--- src/rtl/hazard_sequencer_if.sv ---
// Hazard-control bundle between the pipeline datapath (master) and the hazard sequencer (slave).
interface hazard_sequencer_if #(
    parameter int REG_AW = 5
);
    logic [REG_AW-1:0] ifid_rs1;
    logic [REG_AW-1:0] ifid_rs2;
    logic              ifid_uses_rs2;
    logic [REG_AW-1:0] idex_rd;
    logic              idex_mem_read;
    logic              br_taken;
    logic              mem_busy;

    logic              pc_write;
    logic              ifid_write;
    logic              ifid_flush;
    logic              idex_bubble;
    logic              idex_flush;
    logic              back_hold;

    modport master (
        output ifid_rs1, ifid_rs2, ifid_uses_rs2, idex_rd, idex_mem_read, br_taken, mem_busy,
        input  pc_write, ifid_write, ifid_flush, idex_bubble, idex_flush, back_hold
    );

    modport slave (
        input  ifid_rs1, ifid_rs2, ifid_uses_rs2, idex_rd, idex_mem_read, br_taken, mem_busy,
        output pc_write, ifid_write, ifid_flush, idex_bubble, idex_flush, back_hold
    );
endinterface

--- src/rtl/hazard_sequencer.sv ---
// Pipeline stall/flush/freeze sequencer with Mealy control outputs.
// Optional performance counters are enabled by defining HAZARD_PERF_CNT_EN.
module hazard_sequencer #(
    parameter int FLUSH_CYCLES = 1,
    parameter int REG_AW       = 5
) (
    input  logic                clk,
    input  logic                rst,
    hazard_sequencer_if.slave   hz
`ifdef HAZARD_PERF_CNT_EN
    ,
    output logic [31:0]         stall_cnt,
    output logic [31:0]         flush_cnt,
    output logic [31:0]         freeze_cnt
`endif
);

    typedef enum logic [1:0] {RUN, FLUSH, FREEZE} state_t;

    localparam logic [2:0] CNT_INIT = 3'(FLUSH_CYCLES - 1);

    state_t            state_q, state_d;
    state_t            ret_q, ret_d;
    state_t            eff_state;
    logic [2:0]        cnt_q, cnt_d;
    logic [REG_AW-1:0] rd, rs1, rs2;
    logic              lu;

    logic pc_write, ifid_write, ifid_flush, idex_bubble, idex_flush, back_hold;

    assign rd  = hz.idex_rd;
    assign rs1 = hz.ifid_rs1;
    assign rs2 = hz.ifid_rs2;

    // x0 is hard-wired zero, so a load targeting it can never create a dependency.
    assign lu = hz.idex_mem_read && (rd != '0) &&
                ((rd == rs1) || (hz.ifid_uses_rs2 && (rd == rs2)));

    // The cycle that leaves FREEZE behaves exactly like the state being returned to.
    assign eff_state = (state_q == FREEZE && !hz.mem_busy) ? ret_q : state_q;

    // NOTE: sequential state uses non-blocking assignments so every register samples pre-edge values.
    always_ff @(posedge clk) begin
        if (rst) begin
            state_q <= RUN;
            ret_q   <= RUN;
            cnt_q   <= '0;
        end else begin
            state_q <= state_d;
            ret_q   <= ret_d;
            cnt_q   <= cnt_d;
        end
    end

    // NOTE: every combinational output gets a default first so no path can infer a latch.
    always_comb begin
        state_d = state_q;
        ret_d   = ret_q;
        cnt_d   = cnt_q;
        case (eff_state)
            RUN: begin
                state_d = RUN;
                if (hz.mem_busy) begin
                    state_d = FREEZE;
                    ret_d   = RUN;
                end else if (hz.br_taken) begin
                    state_d = FLUSH;
                    cnt_d   = CNT_INIT;
                end
            end
            FLUSH: begin
                if (hz.mem_busy) begin
                    state_d = FREEZE;
                    ret_d   = FLUSH;
                end else if (cnt_q == 3'd0) begin
                    state_d = RUN;
                end else begin
                    state_d = FLUSH;
                    cnt_d   = cnt_q - 3'd1;
                end
            end
            FREEZE:  state_d = FREEZE;
            default: state_d = RUN;
        endcase
    end

    always_comb begin
        pc_write    = 1'b0;
        ifid_write  = 1'b0;
        ifid_flush  = 1'b0;
        idex_bubble = 1'b0;
        idex_flush  = 1'b0;
        back_hold   = 1'b0;
        if (rst) begin
            ifid_flush = 1'b1;
            idex_flush = 1'b1;
        end else begin
            case (eff_state)
                RUN: begin
                    if (hz.mem_busy) begin
                        back_hold = 1'b1;
                    end else if (hz.br_taken) begin
                        pc_write   = 1'b1;
                        ifid_write = 1'b1;
                        ifid_flush = 1'b1;
                        idex_flush = 1'b1;
                    end else if (lu) begin
                        idex_bubble = 1'b1;
                    end else begin
                        pc_write   = 1'b1;
                        ifid_write = 1'b1;
                    end
                end
                FLUSH: begin
                    if (hz.mem_busy) begin
                        back_hold = 1'b1;
                    end else begin
                        pc_write   = 1'b1;
                        ifid_write = 1'b1;
                        ifid_flush = 1'b1;
                        idex_flush = 1'b1;
                    end
                end
                default: back_hold = 1'b1;
            endcase
        end
    end

    assign hz.pc_write    = pc_write;
    assign hz.ifid_write  = ifid_write;
    assign hz.ifid_flush  = ifid_flush;
    assign hz.idex_bubble = idex_bubble;
    assign hz.idex_flush  = idex_flush;
    assign hz.back_hold   = back_hold;

`ifdef HAZARD_PERF_CNT_EN
    // back_hold is high exactly on FREEZE cycles and on the cycles that enter FREEZE.
    always_ff @(posedge clk) begin
        if (rst) begin
            stall_cnt  <= '0;
            flush_cnt  <= '0;
            freeze_cnt <= '0;
        end else begin
            if (idex_bubble && stall_cnt != '1) stall_cnt  <= stall_cnt + 32'd1;
            if (idex_flush  && flush_cnt != '1) flush_cnt  <= flush_cnt + 32'd1;
            if (back_hold  && freeze_cnt != '1) freeze_cnt <= freeze_cnt + 32'd1;
        end
    end
`endif

endmodule
--- src/flat_wrapper.sv ---
// flat-port wrapper written by rule: the top's interface ports become plain ports
module hazard_sequencer_flat 
#(
    parameter int FLUSH_CYCLES = 1,
    parameter int REG_AW       = 5
)
  (clk, rst, hz_ifid_rs1, hz_ifid_rs2, hz_ifid_uses_rs2, hz_idex_rd, hz_idex_mem_read, hz_br_taken, hz_mem_busy, hz_pc_write, hz_ifid_write, hz_ifid_flush, hz_idex_bubble, hz_idex_flush, hz_back_hold);
  hazard_sequencer_if #(.REG_AW(REG_AW)) hz_i ();
  input  logic clk;
  input  logic rst;
  input wire logic [$bits(hz_i.ifid_rs1)-1:0] hz_ifid_rs1;
  input wire logic [$bits(hz_i.ifid_rs2)-1:0] hz_ifid_rs2;
  input wire logic [$bits(hz_i.ifid_uses_rs2)-1:0] hz_ifid_uses_rs2;
  input wire logic [$bits(hz_i.idex_rd)-1:0] hz_idex_rd;
  input wire logic [$bits(hz_i.idex_mem_read)-1:0] hz_idex_mem_read;
  input wire logic [$bits(hz_i.br_taken)-1:0] hz_br_taken;
  input wire logic [$bits(hz_i.mem_busy)-1:0] hz_mem_busy;
  output wire logic [$bits(hz_i.pc_write)-1:0] hz_pc_write;
  output wire logic [$bits(hz_i.ifid_write)-1:0] hz_ifid_write;
  output wire logic [$bits(hz_i.ifid_flush)-1:0] hz_ifid_flush;
  output wire logic [$bits(hz_i.idex_bubble)-1:0] hz_idex_bubble;
  output wire logic [$bits(hz_i.idex_flush)-1:0] hz_idex_flush;
  output wire logic [$bits(hz_i.back_hold)-1:0] hz_back_hold;
  assign hz_i.ifid_rs1 = hz_ifid_rs1;
  assign hz_i.ifid_rs2 = hz_ifid_rs2;
  assign hz_i.ifid_uses_rs2 = hz_ifid_uses_rs2;
  assign hz_i.idex_rd = hz_idex_rd;
  assign hz_i.idex_mem_read = hz_idex_mem_read;
  assign hz_i.br_taken = hz_br_taken;
  assign hz_i.mem_busy = hz_mem_busy;
  assign hz_pc_write = hz_i.pc_write;
  assign hz_ifid_write = hz_i.ifid_write;
  assign hz_ifid_flush = hz_i.ifid_flush;
  assign hz_idex_bubble = hz_i.idex_bubble;
  assign hz_idex_flush = hz_i.idex_flush;
  assign hz_back_hold = hz_i.back_hold;
  hazard_sequencer #(.FLUSH_CYCLES(FLUSH_CYCLES), .REG_AW(REG_AW)) u_core (.clk(clk), .rst(rst), .hz(hz_i));
endmodule
--- config.mk ---
export PLATFORM = sky130hd
export DESIGN_NAME = hazard_sequencer_flat
export DESIGN_NICKNAME = d
export VERILOG_FILES = /design/src/rtl/hazard_sequencer_if.sv /design/src/rtl/hazard_sequencer.sv /design/src/flat_wrapper.sv
export SDC_FILE = /design/constraint.sdc
export NUM_CORES = 1
export LEC_CHECK = 0
export CELL_PAD_IN_SITES_DETAIL_PLACEMENT = 0
export CELL_PAD_IN_SITES_GLOBAL_PLACEMENT = 1
export CORE_ASPECT_RATIO = 0.8
export CORE_UTILIZATION = 24
export DETAILED_ROUTE_END_ITERATION = 8
export HOLD_SLACK_MARGIN = 0.15
export PLACE_DENSITY = 0.71
export RECOVER_POWER = 100
export SETUP_SLACK_MARGIN = 0.2
export SLEW_MARGIN = 20
export SYNTH_ARGS = -nofsm -noshare
export SYNTH_HDL_FRONTEND = slang
export SYNTH_SLANG_ARGS = --single-unit
--- constraint.sdc ---
create_clock -name clk -period 2.7 [get_ports clk]
set_clock_uncertainty 0.05 [all_clocks]
set_input_delay 0.81 -clock clk [delete_from_list [all_inputs] [get_ports clk]]
set_output_delay 0.81 -clock clk [all_outputs]
set_load 0.01 [all_outputs]
== After elaboration in Yosys (flattened, before gate mapping) ==
Cells that the tools add are included.

* $add $sub $neg: 1
* Reduce and logical (&&, ||, !) cells: 13
* Mux-type cells: 32
* Equal/unequal tests: 11

{| class="wikitable"
|+ Operator list
! kind !! count
|-
| 1-bit two-way mux || 18
|-
| 3-bit two-way mux || 4
|-
| 2-bit inequality test (second input constant) || 6
|-
| 5-bit equality test || 2
|-
| 2-bit two-way mux || 5
|-
| 2-bit case mux with 3 select lines || 1
|-
| 3-bit case mux with 2 select lines || 1
|-
| 5-bit AND reduction || 1
|-
| 5-bit nonzero test || 1
|-
| 2-bit equality test (second input constant) || 2
|-
| 1-bit logical AND || 4
|-
| 1-bit case mux with 2 select lines || 2
|-
| 2-bit case mux with 2 select lines || 1
|-
| 3-bit logical NOT || 1
|-
| 3-bit AND reduction || 1
|-
| 3-bit by 1-bit subtractor with 3-bit output (second input constant) || 1
|-
| 2-bit by 1-bit equality test with 1-bit output (second input constant) || 1
|-
| 2-bit logical NOT || 1
|-
| 2-bit nonzero test || 1
|-
| 2-bit OR reduction || 1
|-
| 1-bit logical NOT || 1
|-
| 1-bit logical OR || 1
|}

* Word-level logic and storage cells: 60
* Bits of input ports: 21
* Output and inout bits: 6
* Bits in registers: 7

== Depth between registers and ports, before layout ==
Gate-level depths: netlist of run 1.

* Depth in word-level cells: 9
* Mapped depth: 7
* Mapped depth without buffers: 7

== Worst setup path after synthesis of run 1 ==
OpenSTA, ideal clock, no wires.

* Path type: input-to-output
* Start: input hz_idex_rd[4]
* End: output hz_pc_write
* Arrival: 1955 ps
* Path buffers: 1
* Path slack: -115 ps
* Stages: 6
* Required time: 1840 ps
* Cell sequence: xor2_1 nor4_2 nand3_1 a221o_1 nor3b_2 buf_4

* Word-level cells in the longest chain between the ends: 9
* Elaborated cells on any way between the ends: 12
* Classes of those cells: eq/ne: 2; mux: 5; reduce/logical: 5

{| class="wikitable"
|+ RTL lines
! element !! line !! source
|-
| start, declared || flat_wrapper.sv:14 || <nowiki>input wire logic [$bits(hz_i.idex_rd)-1:0] hz_idex_rd;</nowiki>
|-
| 5-bit equality test || hazard_sequencer.sv:37 || <nowiki>((rd == rs1) || (hz.ifid_uses_rs2 && (rd == rs2)));</nowiki>
|-
| 1-bit logical AND || hazard_sequencer.sv:37 ||
|-
| 1-bit logical OR || hazard_sequencer.sv:37 ||
|-
| 1-bit logical AND (*) || hazard_sequencer.sv:36 || <nowiki>assign lu = hz.idex_mem_read && (rd != '0) &&</nowiki>
|-
| 1-bit two-way mux (*) (3 in series) || -- ||
|-
| 1-bit case mux with 2 select lines (*) || -- ||
|-
| 1-bit two-way mux (*) || -- ||
|-
| end, declared || flat_wrapper.sv:18 || <nowiki>output wire logic [$bits(hz_i.pc_write)-1:0] hz_pc_write;</nowiki>
|}

Every way passes the cells marked *; elsewhere a longest branch is shown, timed or not.

== Worst setup path after layout of run 1 ==
* Start: input hz_ifid_rs2[0]
* End: output hz_ifid_write

* Word-level cells in the longest chain between the ends: 9

{| class="wikitable"
|+ RTL lines
! element !! line !! source
|-
| start, declared || flat_wrapper.sv:12 || <nowiki>input wire logic [$bits(hz_i.ifid_rs2)-1:0] hz_ifid_rs2;</nowiki>
|-
| 5-bit equality test || hazard_sequencer.sv:37 ||
|-
| 1-bit logical AND || hazard_sequencer.sv:37 ||
|-
| 1-bit logical OR || hazard_sequencer.sv:37 ||
|-
| 1-bit logical AND || hazard_sequencer.sv:36 ||
|-
| 1-bit two-way mux || hazard_sequencer.sv:107 || <nowiki>end else if (lu) begin</nowiki>
|-
| 1-bit two-way mux || hazard_sequencer.sv:102 || <nowiki>end else if (hz.br_taken) begin</nowiki>
|-
| 1-bit two-way mux || hazard_sequencer.sv:100 || <nowiki>if (hz.mem_busy) begin</nowiki>
|-
| 1-bit case mux with 2 select lines || hazard_sequencer.sv:98 || <nowiki>case (eff_state)</nowiki>
|-
| 1-bit two-way mux || hazard_sequencer.sv:94 || <nowiki>if (rst) begin</nowiki>
|-
| end, declared || flat_wrapper.sv:19 || <nowiki>output wire logic [$bits(hz_i.ifid_write)-1:0] hz_ifid_write;</nowiki>
|}

Every way passes these cells.

==> flow_summary_export.csv, run 1 <==
group,metric,value,unit
cts,clock_latency,0.24,ns
critical_path,reg2regPathDepth,7,
finish,diodes,0,
cts,root_buffer,"clkbuf_4",
routing,routed_wl,1466,um
logic_synthesis,yosysUniqueCellTypes,29,
min_path,hold_path_depth,2,
power_and_ir_drop,clockPowerShare,27.2,%
floorplan,die_h,44.30,um
finish,instances_no_fill,129,
grt,grt_pass1_vias,588,
critical_path,startpoint_type,"input port",
grt,grt_first_pass_wirelength,2546,um
flow_run,cap_violations,0,
finish,fin_nets,130,
power_and_ir_drop,p_leak,0.4061,nW
power_and_ir_drop,p_per_area,329.1,mW/mm^2
grt,grt_max_degree,9,
power_and_ir_drop,p_comb_share,39.2,%
power_and_ir_drop,internal_power,211.2,uW
critical_path,worstPathMaxFanout,2,
power_and_ir_drop,seqPwrFrac,33.6,%
place,dp_hpwl,1243,um
routing,wl_met1,743,um
floorplan,io_pins,27,
routing,routed-wl-met2,662,um
critical_path,crit_path_start,"hz_ifid_rs2[0]",
critical_path,worstPathRequired,1.84,ns
logic_synthesis,synthesis.nets,90,
place,place_congestion,0.7904,
timing,rsz0062_at_grt,"yes",
grt,grt_usage,14.72,%
routing,via_per_inst,4.450,
critical_path,worstPathArrival,2.08,ns
logic_synthesis,postSynthAreaPerCell,8.011,um^2
grt,globalRouteOverflowTotal,0,
logic_synthesis,ys.flop_type,"dfxtp_1",
timing,period_share,108.9,%
cts,h-tree-depth,1,
floorplan,placeableCoreArea,0.001997,mm^2
timing,slew_violations,0,
min_path,hp-start,"u_core.cnt_q[0]$_SDFFE_PP0P_",
critical_path,crit_path_end,"hz_ifid_write",
timing,holdWs,0.4232,ns
routing,drt_first_pass_iters,4,
run_status,outcome,"finished, violations left",
logic_synthesis,ys_warn_count,0,
finish,register_area,120.1,um^2
finish,final_common_cell,"buf_4",
timing,worst_slack,-0.2395,ns
logic_synthesis,ys_async_sr_fraction,0,%
cts,clock_sinks,6,
timing,final-setup-viol-count,3,
logic_synthesis,yosysSeqAreaShare,22.38,%
critical_path,path_class,"input port to output pin",
critical_path,critical_path_buf_inv_count,2,
grt,grt_antenna_before_repair,0,
power_and_ir_drop,vdd_drop_max,233.4,uV
critical_path,r2r-start,"u_core.cnt_q[0]$_SDFFE_PP0P_",
critical_path,crit_chain,"buf_6 -> xor2_1 -> nor4_2 -> nand3_1 -> a221o_1 -> nor3b_4 -> buf_2",
routing,routed.top_layer,"met3",
logic_synthesis,synth.cell_area,536.8,um^2
finish,drive_gt1_share,36.19,%
logic_synthesis,synth_edf_count,0,
place,placedCellCount,125,
min_path,holdCritPathClass,"flop to flop",
routing,initialDrtViolationCount,7,
timing,fmax,340.2,MHz
cts,cts_made_buffers,3,
power_and_ir_drop,switching_share,29.92,%
finish,area_delta_synth_final,70.63,%
run_status,violations,"setup timing",
logic_synthesis,synth.ff_latch_count,6,
critical_path,crit_path_top_delay_cell,"a221o_1",
floorplan,die-area,0.002431,mm^2
timing,fin_crit,2.940,ns
finish,multi_input_area,404.1,um^2
routing,vias,574,
floorplan,rows,14,
cts,cts_buffer_depth,2,
cts,clkTransAtPathRegs,0.04,ns
cts,hold_buffers,0,
routing,met3_wirelength,60,um
place,io_buffer_count,26,
logic_synthesis,synth_cells,67,
routing,drc,0,
critical_path,r2r_end,"u_core.cnt_q[1]$_SDFFE_PP0P_",
critical_path,cp_top_family,"simple AND/OR/NAND/NOR gates",
critical_path,critPathMaxStageDelay,0.33,ns
timing,slew_headroom,73.60,%
timing,hold_viol,0,
critical_path,cp_num_cells,7,
routing,ant_nets,0,
timing,tightestPinTransition,0.3960,ns
cts,cts_tree,"built",
critical_path,worstSetupEndpointType,"output pin",
routing,routedWlPerCell,11.36,um
floorplan,initial_core_util,26.88,%
finish,final_cell_mix,"buf_4, buf_2, nor2_1, xor2_1, dfxtp_1",
floorplan,die_w,54.88,um
critical_path,ff2ff_setup_slack,1.08,ns
power_and_ir_drop,switchingPower,90.18,uW
finish,fillCellCount,217,
[worst reg2reg max path, stage by stage, from the launching register on]
cell      delay, ns
dfxtp_1        0.31
inv_1          0.07
ha_1           0.20
nand2b_1       0.09
nor2_1         0.07
o32ai_2        0.36
a21oi_1        0.12
a311oi_1       0.25
[stage by stage]
stage / util, % / setup WS [ns] / instance area, um^2 / power (mW) / TNS, ns
finish: 45.86 / -0.2395 / 915.9 / 0.3014 / -0.6783
CTS: 45.30 / -0.2746 / 904.6 / 0.3066 / -0.7883
detailed placement: 44.99 / -1.035 / 898.4 / 0.2270 / -4.512
global route: 45.86 / -0.3055 / 915.9 / 0.3257 / -0.9809
floorplan: - / -0.07417 / 543.0 / 0.1608 / -0.07417
global placement: 44.99 / -1.107 / 898.4 / 0.2264 / -4.717
[kinds of logic after synthesis]
family / share of synthesized area, %
buffers and inverters: 7.458
adders and majority gates: 4.661
and+or+nand+nor: 23.78
muxes: 2.098
xor gates and xnor gates: 16.32
AOI/OAI and AO/OA: 23.31
DFF: 22.38
[registers in the layout, summed over array words and instances, names as in the netlist]
| register | flops |
|---|---|
| u_core.state_q | 2 |
| u_core.ret_q | 1 |
| u_core.cnt_q | 3 |
[Yosys cell counts (2+ instances only)]
library cell / n / area share [%]
nor2_1: 7 / 4.9
xor2_1: 7 / 11
dfxtp_1: 6 / 22
a21oi_1: 4 / 3.7
inv_1: 4 / 2.8
nand2_1: 3 / 2.1
nand3_1: 3 / 2.8
nor3_1: 3 / 2.8
o21ai_0: 3 / 2.8
xnor2_1: 3 / 4.9
a31o_2: 2 / 3.3
a31oi_1: 2 / 2.3
buf_2: 2 / 1.9
buf_4: 2 / 2.8
ha_1: 2 / 4.7
[worst min-delay path by stage]
stage	endpoint	slack, ns
after floorplan	u_core.cnt_q[0]$_SDFFE_PP0P_	0.40
after global placement	u_core.cnt_q[0]$_SDFFE_PP0P_	0.41
after detailed placement	u_core.cnt_q[0]$_SDFFE_PP0P_	0.42
after CTS	u_core.cnt_q[0]$_SDFFE_PP0P_	0.43
after global routing	u_core.cnt_q[0]$_SDFFE_PP0P_	0.47
final	u_core.cnt_q[0]$_SDFFE_PP0P_	0.42
[routing by layer]
| metal | vias up | GRT usage [%] |
|---|---|---|
| met4 | 0 | 1.538 |
| met1 | 250 | 19.21 |
| met5 | - | 0 |
| met2 | 9 | 23.13 |
| met3 | 0 | 6.186 |
| li1 | 315 | - |
[power groups by stage]
stage | Combinational, mW | Sequential [mW] | Clock (mW)
after floorplan | 0.0602 | 0.101 | 0
after global placement | 0.124 | 0.103 | 0
after detailed placement | 0.124 | 0.103 | 0
after CTS | 0.119 | 0.101 | 0.0868
after global routing | 0.131 | 0.102 | 0.0926
final | 0.118 | 0.101 | 0.0820
[area by class of cell]
class	count	area share, %
Sequential cell	6	13.11
Tap cell	24	3.279
Clock buffer	3	2.459
Inverter	4	1.639
Timing Repair Buffer	39	35.38
Multi-Input combinational cell	53	44.13
[what timing repair did]
item                       in CTS  in global routing
buffers inserted                1                  0
pin swaps                      11                  5
setup endpoints to repair       6                  6
gates resized for setup        66                  7
(Power assumes the default switching activity.)
==> run 2, diff against run 1 <==
--- a/config.mk
+++ b/config.mk
@@ -9,6 +9,7 @@
 export CELL_PAD_IN_SITES_GLOBAL_PLACEMENT = 1
 export CORE_ASPECT_RATIO = 0.8
 export CORE_UTILIZATION = 24
+export CTS_CLUSTER_SIZE = 28
 export DETAILED_ROUTE_END_ITERATION = 8
 export HOLD_SLACK_MARGIN = 0.15
 export PLACE_DENSITY = 0.71
==> results of run 2 <==
No change in the layout: final DEF, timing and power equal those of run 1.
